==> src/rtl/cp_pkg.sv <==
// Shared types and load-type encodings for the writeback stage.
package cp_pkg;

  typedef logic [4:0]  reg_addr_t;
  typedef logic [31:0] xlen_t;

  localparam logic [2:0] LB  = 3'b000;
  localparam logic [2:0] LH  = 3'b001;
  localparam logic [2:0] LW  = 3'b010;
  localparam logic [2:0] LBU = 3'b100;
  localparam logic [2:0] LHU = 3'b101;

endpackage

==> src/rtl/cp_load_formatter.sv <==
// Selects and extends the addressed byte/half of an aligned load word.
module cp_load_formatter
  import cp_pkg::*;
(
  input  xlen_t      rdata,
  input  logic [2:0] funct3,
  input  logic [1:0] byte_off,
  output xlen_t      data,
  output logic       illegal
);

  logic [7:0]  byte_sel;
  logic [15:0] half_sel;

  assign byte_sel = rdata[{byte_off, 3'b000} +: 8];
  // Halfword loads are assumed aligned, so only byte_off[1] picks the half.
  assign half_sel = byte_off[1] ? rdata[31:16] : rdata[15:0];

  always_comb begin
    data    = '0;
    illegal = 1'b0;
    case (funct3)
      LB:      data = {{24{byte_sel[7]}}, byte_sel};
      LBU:     data = {24'h0, byte_sel};
      LH:      data = {{16{half_sel[15]}}, half_sel};
      LHU:     data = {16'h0, half_sel};
      LW:      data = rdata;
      default: illegal = 1'b1;
    endcase
  end

endmodule

==> src/rtl/cp_writeback_stage.sv <==
// Final pipeline stage: LSU/ALU arbitration, register-file write port,
// forwarding source and pending-write scoreboard.
module cp_writeback_stage
  import cp_pkg::*;
#(
  parameter int unsigned XLEN  = 32,
  parameter int unsigned NREGS = 32
) (
  input  logic             clk,
  input  logic             rst,

  input  logic             alu_valid_i,
  output logic             alu_ready_o,
  input  logic [4:0]       alu_rd_addr_i,
  input  logic [XLEN-1:0]  alu_data_i,

  input  logic             lsu_valid_i,
  input  logic [4:0]       lsu_rd_addr_i,
  input  logic [XLEN-1:0]  lsu_rdata_i,
  input  logic [2:0]       lsu_funct3_i,
  input  logic [1:0]       lsu_byte_off_i,
  output logic             lsu_err_o,

  input  logic             issue_valid_i,
  input  logic [4:0]       issue_rd_addr_i,

  output logic [4:0]       rd_addr_o,
  output logic [XLEN-1:0]  rd_data_o,
  output logic             rd_we_o,

  output logic             fwd_valid_o,
  output logic [4:0]       fwd_addr_o,
  output logic [XLEN-1:0]  fwd_data_o,

  output logic [NREGS-1:0] pending_o
);

  logic             wb_valid_q, wb_valid_d;
  reg_addr_t        wb_addr_q, wb_addr_d;
  logic [XLEN-1:0]  wb_data_q, wb_data_d;
  logic             err_q, err_d;
  logic [NREGS-1:0] pending_q, pending_d;

  xlen_t ld_data;
  logic  ld_illegal;
  logic  wb_we;

  cp_load_formatter u_load_formatter (
    .rdata    (lsu_rdata_i),
    .funct3   (lsu_funct3_i),
    .byte_off (lsu_byte_off_i),
    .data     (ld_data),
    .illegal  (ld_illegal)
  );

  // Loads cannot be back-pressured, so they always win.
  assign alu_ready_o = !lsu_valid_i;

  always_comb begin
    wb_valid_d = 1'b0;
    wb_addr_d  = wb_addr_q;
    wb_data_d  = wb_data_q;
    err_d      = 1'b0;
    if (lsu_valid_i) begin
      if (ld_illegal) begin
        err_d = 1'b1;
      end else begin
        wb_valid_d = 1'b1;
        wb_addr_d  = lsu_rd_addr_i;
        wb_data_d  = ld_data;
      end
    end else if (alu_valid_i) begin
      wb_valid_d = 1'b1;
      wb_addr_d  = alu_rd_addr_i;
      wb_data_d  = alu_data_i;
    end
  end

  assign wb_we = wb_valid_q && (wb_addr_q != '0);

  // Set after clear: a same-cycle issue to the retiring register is a new producer.
  always_comb begin
    pending_d = pending_q;
    if (wb_we) begin
      pending_d[wb_addr_q] = 1'b0;
    end
    if (issue_valid_i && (issue_rd_addr_i != '0)) begin
      pending_d[issue_rd_addr_i] = 1'b1;
    end
    pending_d[0] = 1'b0;
  end

  always_ff @(posedge clk or posedge rst) begin
    if (rst) begin
      wb_valid_q <= 1'b0;
      wb_addr_q  <= '0;
      wb_data_q  <= '0;
      err_q      <= 1'b0;
      pending_q  <= '0;
    end else begin
      wb_valid_q <= wb_valid_d;
      wb_addr_q  <= wb_addr_d;
      wb_data_q  <= wb_data_d;
      err_q      <= err_d;
      pending_q  <= pending_d;
    end
  end

  assign rd_addr_o   = wb_addr_q;
  assign rd_data_o   = wb_data_q;
  assign rd_we_o     = wb_we;
  assign fwd_valid_o = wb_we;
  assign fwd_addr_o  = wb_addr_q;
  assign fwd_data_o  = wb_data_q;
  assign lsu_err_o   = err_q;
  assign pending_o   = pending_q;

endmodule

==> config.mk <==
export PLATFORM = sky130hd
export DESIGN_NAME = cp_writeback_stage
export DESIGN_NICKNAME = d
export VERILOG_FILES = /design/src/rtl/cp_pkg.sv /design/src/rtl/cp_load_formatter.sv /design/src/rtl/cp_writeback_stage.sv
export SDC_FILE = /design/constraint.sdc
export NUM_CORES = 1
export LEC_CHECK = 0
export ABC_AREA = 1
export BUFFER_PORTS_ARGS = -buffer_cell sky130_fd_sc_hd__buf_4
export CORE_MARGIN = 2
export CORE_UTILIZATION = 47
export DETAILED_ROUTE_END_ITERATION = 7
export PLACE_DENSITY = 0.81
export SLEW_MARGIN = 20
export SYNTH_ARGS = -nofsm -noshare
export SYNTH_HDL_FRONTEND = slang
export SYNTH_SLANG_ARGS = --single-unit
==> constraint.sdc <==
create_clock -name clk -period 2.14 [get_ports clk]
set_input_delay 0.214 -clock clk [delete_from_list [all_inputs] [get_ports clk]]
set_output_delay 0.214 -clock clk [all_outputs]
set_load 0.05 [all_outputs]
==> reports/summary.md, run 1 <==
* fwd_addr_o[3] — launching element of the worst setup path
* 0 — Max Transition Viols Final
* 9610 um2 — die area
* in2reg — HP Class
* 0 — Setup Buffers After CTS
* 8 — critical-path maximum fanout
* 70 — total clock sinks
* 199 — number of primary I/O pins
* 0 — max capacitance violation total
* 798 — Net count, final
* 7.48 um2 — post-synthesis area per instance
* 0 — total congestion overflow
* 0.78 ns — r2r setup slk
* 9 — number of buffers created by CTS
* pending_o[30] — reg2reg end
* 5 — total iterations of the first detailed-routing run
* 0 — Final setup viols
* 0.437 ns — worst-case setup slack after placement
* finished clean — result of the run
* 35.0% — layout overhead on the synthesized area
* reg2out — Crit Path Category
* 4160 um2 — combined area of all synthesized cells
* 2 — maximum root-to-sink buffer count
* fwd_data_o[5] — sink of the worst hold path
* 754 — number of filler instances in the final layout
* 26.2% — global routing usage summed across all routing layers
* 0 — antenna violations before repair
* 1180 nW/um2 — power density over cell area
* 0.613 mV — maximum resistive drop on vdd
* 645 — Synthesized Nets
* fwd_addr_o[0] — RR Startpoint
* 527 MHz — Fmax achieved
* 3 — htree depth
* 1 — number of buffers inserted by hold repair at cts
* 88.8% — share of the clock period used by the worst path after layout
* 28 — post-synth cell types
* 48.1% — initial standard-cell utilization of the core
* sky130_fd_sc_hd__dfrtp_1 — most area-hungry cell type in the Yosys netlist
* 168 — count of routing violations after the opening detailed-route iteration
* 5.35 — Vias/cell
* 42.1% — share of the yosys chip area belonging to registers
* sky130_fd_sc_hd__clkbuf_8 — Root Buffer
* 0 — antenna-violating nets left
* 4204 — via count of the first global-routing pass
* 0.913 — weighted congestion reported at the end of routability-driven placement
* 0 — number of synthesis warnings
* 8640 um2 — Floorplan Core Area
* 2.85 nW — leak pwr
* 34 — number of rows created at floorplan
* 20.3 mm — first-pass GRT wire length
* alu_data_i[5] — startpoint of the worst hold path
* 3 — worst hold stages
* 98.0 um — chip height
* 1.93 ns — critical path required time
* 0.241 ns — post-route worst setup slack
* 0 — Final Hold Violating Endpoints
* output pin — type of element capturing the critical path
* 4 — R2R cell count
* built — TritonCTS clock tree
* 0.35 ns — latest clock arrival within the worst-skew pair
* 44 — maximum number of pins on one net before global-route repair
* 1.90 ns — final period demand of the worst path
* sky130_fd_sc_hd__dfrtp_1 (42%), sky130_fd_sc_hd__o21ai_0 (9.0%), sky130_fd_sc_hd__nand2_1 (8.2%) — cell types with the largest area share after synthesis
* 32.1% — share of layout cells above drive strength 1
* false — unrepaired setup endpoints after global routing
* 0 — Resized Gates After CTS
* 1.69 ns — arrival time of data at the critical path endpoint
* 556 — post-synthesis instance total
* 98.0 um — Die X-Extent
* 0 — Residual DRC
* 0 ns — total negative setup slack
* 0.08 ns — Worst-path clk slew
* 197 — PortBufs
* 4391 — via count of the routed design
* 42.1% — fraction of post-synthesis cell area in the top cell type by area
* 0 — diode count
* 9.66 mm — HPWL after DPL
* 15.5 um — average routed wire per standard cell
* 0.120 ns — minimum hold slack
* 70 — total of flip-flops plus latches after synthesis
* 12.7 mm — total routed wirelength
* register — kind of start point of the critical path
* 0.00429 ns — Setup Skew
-- area by class of cell --
| class | count | area (um2) | share of cell area, % |
|---|---|---|---|
| well taps | 108 | 135 | 2.41 |
| multi-input cells | 374 | 1780 | 31.8 |
| clock buffers | 9 | 124 | 2.21 |
| inverters | 51 | 191 | 3.41 |
| repair buffers | 203 | 1540 | 27.4 |
| clock inverters | 6 | 87.6 | 1.56 |
| flip-flops and latches | 70 | 1750 | 31.2 |
-- routing by layer --
| layer | vias up | GRT usage (%) | wire, um |
|---|---|---|---|
| met5 | - | 0 | 0 |
| met4 | 0 | 8.76 | 219 |
| met3 | 20 | 4.22 | 1110 |
| met2 | 235 | 45.7 | 6350 |
| met1 | 2056 | 33.1 | 5060 |
| li1 | 2080 | - | - |
-- through the flow --
step                      instance area, um2  total power, W  instances  util (%)
final                                   5610         0.00661        821      65.0
after global routing                    5610         0.00688        821      65.0
after CTS                               5610         0.00663        821      65.0
after detailed placement                5390         0.00547        805      62.4
after global placement                  5390         0.00541        805      62.4
after floorplan                         4160         0.00443        556         -
-- worst max path at each step --
stage                     cells after the start  slack [ns]        endpoint
after floorplan                               1        0.16   fwd_addr_o[0]
after global placement                        8        0.55  fwd_data_o[13]
after detailed placement                      8        0.44   fwd_data_o[7]
after CTS                                     5        0.20         rd_we_o
after global routing                          5        0.13         rd_we_o
final                                         5        0.24         rd_we_o
-- Yosys cell counts (all sizes together) --
cell type,number
o21bai,18
dfrtp,70
a21oi,25
nor3,15
o22ai,1
nor3b,4
o31ai,4
nand3b,1
nand2,97
buf,59
nor2,79
o211ai,1
clkbuf,2
o21ai,75
conb,1
inv,51
a31oi,5
a21boi,5
nand3,43
-- state kept, by name, indices dropped and copies added (netlist names) --
name,cells
fwd_data_o,32
pending_o,31
fwd_addr_o,5
lsu_err_o,1
wb_valid_q,1
-- cells in the final DEF, fill, tap and decap left out, types with 2 or more instances in the layout --
master,netlist,layout
sky130_fd_sc_hd__clkbuf_8,0,9
sky130_fd_sc_hd__o21ai_0,75,75
sky130_fd_sc_hd__nor2_2,2,2
sky130_fd_sc_hd__nor2_1,76,76
sky130_fd_sc_hd__nor3_1,15,15
sky130_fd_sc_hd__a21oi_1,25,25
sky130_fd_sc_hd__nand2_1,91,91
sky130_fd_sc_hd__clkinv_4,0,2
sky130_fd_sc_hd__inv_1,49,48
sky130_fd_sc_hd__a31oi_1,5,5
sky130_fd_sc_hd__clkinv_2,0,2
sky130_fd_sc_hd__o21bai_1,18,18
sky130_fd_sc_hd__buf_4,44,201
sky130_fd_sc_hd__a21boi_0,4,4
sky130_fd_sc_hd__nor3b_1,4,4
sky130_fd_sc_hd__nand2_4,3,3
sky130_fd_sc_hd__bufinv_16,0,2
sky130_fd_sc_hd__dfrtp_1,70,70
sky130_fd_sc_hd__inv_2,2,3
sky130_fd_sc_hd__nand3_1,43,43
sky130_fd_sc_hd__nand2_2,3,3
sky130_fd_sc_hd__o31ai_1,4,4
-- cells by family after synthesis --
group | count (synthesis) | synth area share (%)
and+or+nand+nor | 239 | 24.8
DFF | 70 | 42.1
AOI/OAI and AO/OA | 134 | 18.0
other | 1 | 0.0902
buffers and inverters | 112 | 15.0
-- critical path, cell delays in order, from the launching register on --
cell and delay, ns:
sky130_fd_sc_hd__dfrtp_1 0.48, sky130_fd_sc_hd__inv_1 0.16, sky130_fd_sc_hd__nand3_1 0.18, sky130_fd_sc_hd__o31ai_1 0.25, sky130_fd_sc_hd__inv_1 0.08, sky130_fd_sc_hd__buf_4 0.19
-- power breakdown --
part           switching [W]  internal (W)
logic                0.00247      0.000972
clock network       0.000522      0.000650
registers           0.000292       0.00171
(Power assumes the default switching activity.)
==> run 2: changes to the inputs <==
--- a/config.mk
+++ b/config.mk
@@ -11,6 +11,7 @@
 export CORE_UTILIZATION = 47
 export DETAILED_ROUTE_END_ITERATION = 7
 export PLACE_DENSITY = 0.81
+export REMOVE_ABC_BUFFERS = 1
 export SLEW_MARGIN = 20
 export SYNTH_ARGS = -nofsm -noshare
 export SYNTH_HDL_FRONTEND = slang
==> reports/summary.md, run 2 (same netlist as run 1, synthesis figures left out) <==
* finished clean — result of the run
* 0 — diode count
* 65.1% — final core utilization
* 0 — antenna violations before repair
* 32.3% — share of layout cells above drive strength 1
* 10.2 mm — HPWL after DPL
* 5390 um2 — dpl cell area
* 92.1% — share of the clock period used by the worst path after layout
* 2.85 nW — leak pwr
* 782 — number of filler instances in the final layout
* 0 — Residual DRC
* 8640 um2 — Floorplan Core Area
* 35.2% — layout overhead on the synthesized area
* 0.00804 ns — Setup Skew
* 0.35 ns — latest clock arrival within the worst-skew pair
* 9 — number of buffers created by CTS
* 44 — maximum number of pins on one net before global-route repair
* sky130_fd_sc_hd__buf_4 — leading cell type in the layout, fill and taps excluded
* 70 — total clock sinks
* 1.97 ns — final period demand of the worst path
* 48.1% — initial standard-cell utilization of the core
* 0 — antenna-violating nets left
* 0 — Final setup viols
* reg2out — Crit Path Category
* 8 — critical-path maximum fanout
* 13.6 mm — total routed wirelength
* in2async — HP Class
* 0.08 ns — Worst-path clk slew
* 1190 nW/um2 — power density over cell area
* 0 — max capacitance violation total
* 262 — count of routing violations after the opening detailed-route iteration
* 0 — total congestion overflow
* output pin — type of element capturing the critical path
* sky130_fd_sc_hd__clkbuf_8 — Root Buffer
* 32 — Largest register FFs
* 0 — number of buffers inserted by hold repair at cts
* false — unrepaired setup endpoints after global routing
* 4 — R2R cell count
* 45.1% — worst slew margin relative to its limit
* 2 — maximum root-to-sink buffer count
* 4476 — via count of the first global-routing pass
* 197 — PortBufs
* 3 — htree depth
* 0 — Max Transition Viols Final
* 28.4% — global routing usage summed across all routing layers
* 0 — Setup Buffers After CTS
* 5620 um2 — area of all placed cells without fillers
* register — kind of start point of the critical path
* 5.49 — Vias/cell
* 0 — Resized Gates After CTS
* sky130_fd_sc_hd__buf_4 (201), sky130_fd_sc_hd__nand2_1 (91), sky130_fd_sc_hd__nor2_1 (76) — commonest cells after routing, fill and taps aside
* 22.0 mm — first-pass GRT wire length
* 34 — number of rows created at floorplan
* 9610 um2 — die area
* 797 — Net count, final
* 0.536 mV — maximum resistive drop on vdd
* 16.6 um — average routed wire per standard cell
* 0.873 — weighted congestion reported at the end of routability-driven placement
* 0 — Final Hold Violating Endpoints
* 1.93 ns — critical path required time
* 508 MHz — Fmax achieved
* 98.0 um — chip height
* built — TritonCTS clock tree
* 0.822 ns — Worst Tran Pin Value
* 5 — total iterations of the first detailed-routing run
* 98.0 um — Die X-Extent
* 199 — number of primary I/O pins
* 1.76 ns — arrival time of data at the critical path endpoint
* 4508 — via count of the routed design
run 2: cell types whose count changed in the layout (fill, tap and decap cells not counted):
cell / delta
sky130_fd_sc_hd__clkinv_2: -2
sky130_fd_sc_hd__inv_8: +1
sky130_fd_sc_hd__clkinv_4: -1
sky130_fd_sc_hd__clkinvlp_4: +1
sky130_fd_sc_hd__dlygate4sd3_1: -1
sky130_fd_sc_hd__inv_6: +2
run 2: where the power goes:
group          total (W)  internal, W  switching (W)  leakage (nW)
Sequential       0.00201      0.00171       0.000301         0.793
Combinational    0.00345     0.000971        0.00248          1.95
Clock            0.00125     0.000675       0.000576         0.112
run 2: final timing paths:
kind,endpoint,start,slack (ns)
max,fwd_valid_o,fwd_addr_o[3],0.17
min,fwd_addr_o[3],rst,0.01
max reg2reg,pending_o[30],fwd_addr_o[0],0.79
min reg2reg,pending_o[8],pending_o[8],0.51
max in group asynchronous,fwd_data_o[30],rst,1.41
min in group clk,fwd_data_o[1],alu_data_i[1],0.11
run 2: final cells by class:
type / count / area (um2) / area share [%]
multi-input cells: 374 / 1780 / 31.7
repair buffers: 202 / 1530 / 27.2
well taps: 108 / 135 / 2.40
clock buffers: 9 / 124 / 2.20
clock inverters: 7 / 105 / 1.87
flip-flops and latches: 70 / 1750 / 31.2
inverters: 51 / 191 / 3.41
run 2: metal layers:
layer  share of wire [%]  vias up  GRT usage [%]
met5                   0        -              0
met4                 2.4        0           11.4
met3                 9.3       30           6.37
met2                  51      258           50.2
met1                  37     2140           33.5
li1                    -     2080              -
run 2: metrics by stage:
stage	hold slack, ns	worst slack [ns]	setup TNS [ns]	total power, W	std cells
6_report	0.0146	0.170	0	0.00671	821
5_1_grt	0.0777	0.0747	0	0.00699	821
4_1_cts	0.0404	0.180	0	0.00673	821
3_5_place_dp	0.425	0.359	0	0.00548	805
3_3_place_gp	0.418	0.442	0	0.00540	805
2_1_floorplan	0.334	-0.126	-0.253	0.00423	495
run 2: worst max-delay path, cell delays in order, from the launching register on:
cell and delay (ns):
sky130_fd_sc_hd__dfrtp_1 0.50, sky130_fd_sc_hd__inv_1 0.17, sky130_fd_sc_hd__nand3_1 0.18, sky130_fd_sc_hd__o31ai_1 0.26, sky130_fd_sc_hd__inv_1 0.09, sky130_fd_sc_hd__buf_4 0.20
==> run 3: changes to the inputs <==
--- a/config.mk
+++ b/config.mk
@@ -8,9 +8,11 @@
 export ABC_AREA = 1
 export BUFFER_PORTS_ARGS = -buffer_cell sky130_fd_sc_hd__buf_4
 export CORE_MARGIN = 2
-export CORE_UTILIZATION = 47
+export CORE_UTILIZATION = 48
+export CTS_BUF_LIST = sky130_fd_sc_hd__clkbuf_4
 export DETAILED_ROUTE_END_ITERATION = 7
-export PLACE_DENSITY = 0.81
+export MAX_ROUTING_LAYER = met4
+export PLACE_DENSITY = 0.83
 export REMOVE_ABC_BUFFERS = 1
 export SLEW_MARGIN = 20
 export SYNTH_ARGS = -nofsm -noshare
==> reports/summary.md, run 3 (same netlist as run 1, synthesis figures left out) <==
* flip-flops — largest delay contributor family on the critical path
* 27.9% — global routing usage summed across all routing layers
* 818 — Post-Layout Cell Count
* 2 — maximum root-to-sink buffer count
* 4225 — via count of the first global-routing pass
* 8 — critical-path maximum fanout
* 0 — Setup Buffers After CTS
* 5380 um2 — dpl cell area
* built — TritonCTS clock tree
* 294 — count of routing violations after the opening detailed-route iteration
* 1.77 ns — arrival time of data at the critical path endpoint
* 32.1% — share of layout cells above drive strength 1
* 0 — diode count
* 1750 um2 — sequential cell area
* reg2out — Crit Path Category
* register — kind of start point of the critical path
* 9.83 mm — HPWL after DPL
* fwd_valid_o — end point of the critical path
* 13.0 mm — total routed wirelength
* 0 — max capacitance violation total
* 0 — total congestion overflow
* 66.6% — final core utilization
* 0.80 ns — r2r setup slk
* fwd_addr_o[0] — RR Startpoint
* 1.93 ns — critical path required time
* 2.82 nW — leak pwr
* 0 — Max Transition Viols Final
* 0.0439 ns — minimum hold slack
* pending_o[10] — reg2reg end
* 199 — number of primary I/O pins
* output pin — type of element capturing the critical path
* 0.13 ns — Worst-path clk slew
* sky130_fd_sc_hd__inv_1 — critical path's most frequent cell
* 0.909 — weighted congestion reported at the end of routability-driven placement
* 50.1% — initial standard-cell utilization of the core
* 70 — total clock sinks
* 0.52 ns — largest incremental delay on the critical path
* 5 — number of stages on the worst setup path
* 0.576 ns — Worst Tran Pin Value
* 0.41 ns — latest clock arrival within the worst-skew pair
* 3 — htree depth
* 0 — Final Hold Violating Endpoints
* 92.9% — share of the clock period used by the worst path after layout
* 33.0% — layout overhead on the synthesized area
* sky130_fd_sc_hd__buf_4 (200), sky130_fd_sc_hd__nand2_1 (91), sky130_fd_sc_hd__nor2_1 (76) — commonest cells after routing, fill and taps aside
* 5 — total iterations of the first detailed-routing run
* 61.6% — worst slew margin relative to its limit
* 9420 um2 — die area
* false — unrepaired setup endpoints after global routing
* 503 MHz — Fmax achieved
* 702 — number of filler instances in the final layout
* 0.593 mV — maximum resistive drop on vdd
* 797 — Net count, final
* 0 — antenna-violating nets left
* 197 — PortBufs
* 9 — number of buffers created by CTS
* 1140 nW/um2 — power density over cell area
* sky130_fd_sc_hd__buf_4 — leading cell type in the layout, fill and taps excluded
* 4375 — via count of the routed design
* 8300 um2 — Floorplan Core Area
* 0 — Resized Gates After CTS
* 3 — total buffers and inverters traversed by the critical path
* 4 — R2R cell count
* sky130_fd_sc_hd__dfrtp_1 — slowest stage cell, crit path
* 0.0106 ns — Setup Skew
* 5.35 — Vias/cell
* 33 — number of rows created at floorplan
* sky130_fd_sc_hd__clkbuf_4 — Root Buffer
* 97.1 um — Die X-Extent
* 0 — Final setup viols
* fwd_addr_o[4] — launching element of the worst setup path
* 0 — antenna violations before repair
* 15.8 um — average routed wire per standard cell
* finished clean — result of the run
* inv_1 > nand3_1 > o31ai_1 > inv_1 > buf_4 — cells along the critical path
* 32 — Largest register FFs
* in2reg — HP Class
* 20.8 mm — first-pass GRT wire length
* 0 — Residual DRC
* 5530 um2 — area of all placed cells without fillers
* 97.1 um — chip height
* 45 — maximum number of pins on one net before global-route repair
* 801 — total instance count after detailed placement
* 1.99 ns — final period demand of the worst path
* 1780 um2 — area of the multi-input gates
[run 3: changes by cell type in the layout (fill, tap and decap cells not counted)]
cell                            before  now
sky130_fd_sc_hd__bufinv_16           2    1
sky130_fd_sc_hd__clkinv_2            0    3
sky130_fd_sc_hd__inv_6               2    0
sky130_fd_sc_hd__clkbuf_8            9    0
sky130_fd_sc_hd__buf_4             201  200
sky130_fd_sc_hd__inv_8               1    0
sky130_fd_sc_hd__dlygate4sd3_1       0    1
sky130_fd_sc_hd__clkinvlp_4          1    0
sky130_fd_sc_hd__clkbuf_4            0   10
sky130_fd_sc_hd__clkinv_4            1    2
[run 3: worst min path at each step]
stage                        from            end  slack, ns  cells after the start
floorplan             lsu_valid_i  fwd_data_o[0]       0.33                      2
global placement              rst  pending_o[31]       0.30                      2
detailed placement            rst  pending_o[31]       0.31                      2
CTS                 alu_data_i[6]  fwd_data_o[6]       0.04                      3
global route        alu_data_i[5]  fwd_data_o[5]       0.04                      3
finish              alu_data_i[5]  fwd_data_o[5]       0.04                      3
[run 3: per-layer routing]
layer / GRT usage [%] / vias up / wire [um]
li1: - / 2086 / -
met1: 32.8 / 2008 / 4990
met2: 47.0 / 243 / 6360
met3: 7.05 / 38 / 1280
met4: 9.32 / 0 / 322
met5: - / - / 0
[run 3: repair_timing]
action,4_1_cts,5_1_grt
hold buffers,1,0
endpoints found under the hold margin,26,0
endpoints found under the setup margin,0,0
[run 3: worst min-delay path, cell delays in order]
cell and delay, ns:
sky130_fd_sc_hd__buf_4 0.08, sky130_fd_sc_hd__nand3_1 0.06, sky130_fd_sc_hd__nand3_1 0.08
[run 3: where the power goes]
part           total, W  switching [W]  internal, W
Sequential      0.00200       0.000296      0.00171
Combinational   0.00344        0.00246     0.000971
Clock          0.000869       0.000501     0.000368
Total           0.00631        0.00326      0.00305
[run 3: cell type report]
class	count	share of cell area (%)
multi-input cells	374	32.3
flip-flops and latches	70	31.7
repair buffers	202	27.7
inverters	51	3.46
well taps	105	2.38
clock buffers	10	1.36
clock inverters	6	1.13
[run 3: stage by stage]
step	TNS [ns]	power, W	setup WS (ns)
after floorplan	-0.253	0.00423	-0.126
after global placement	0	0.00540	0.517
after detailed placement	0	0.00547	0.448
after CTS	0	0.00632	0.121
after global routing	0	0.00654	0.0781
final	0	0.00631	0.151
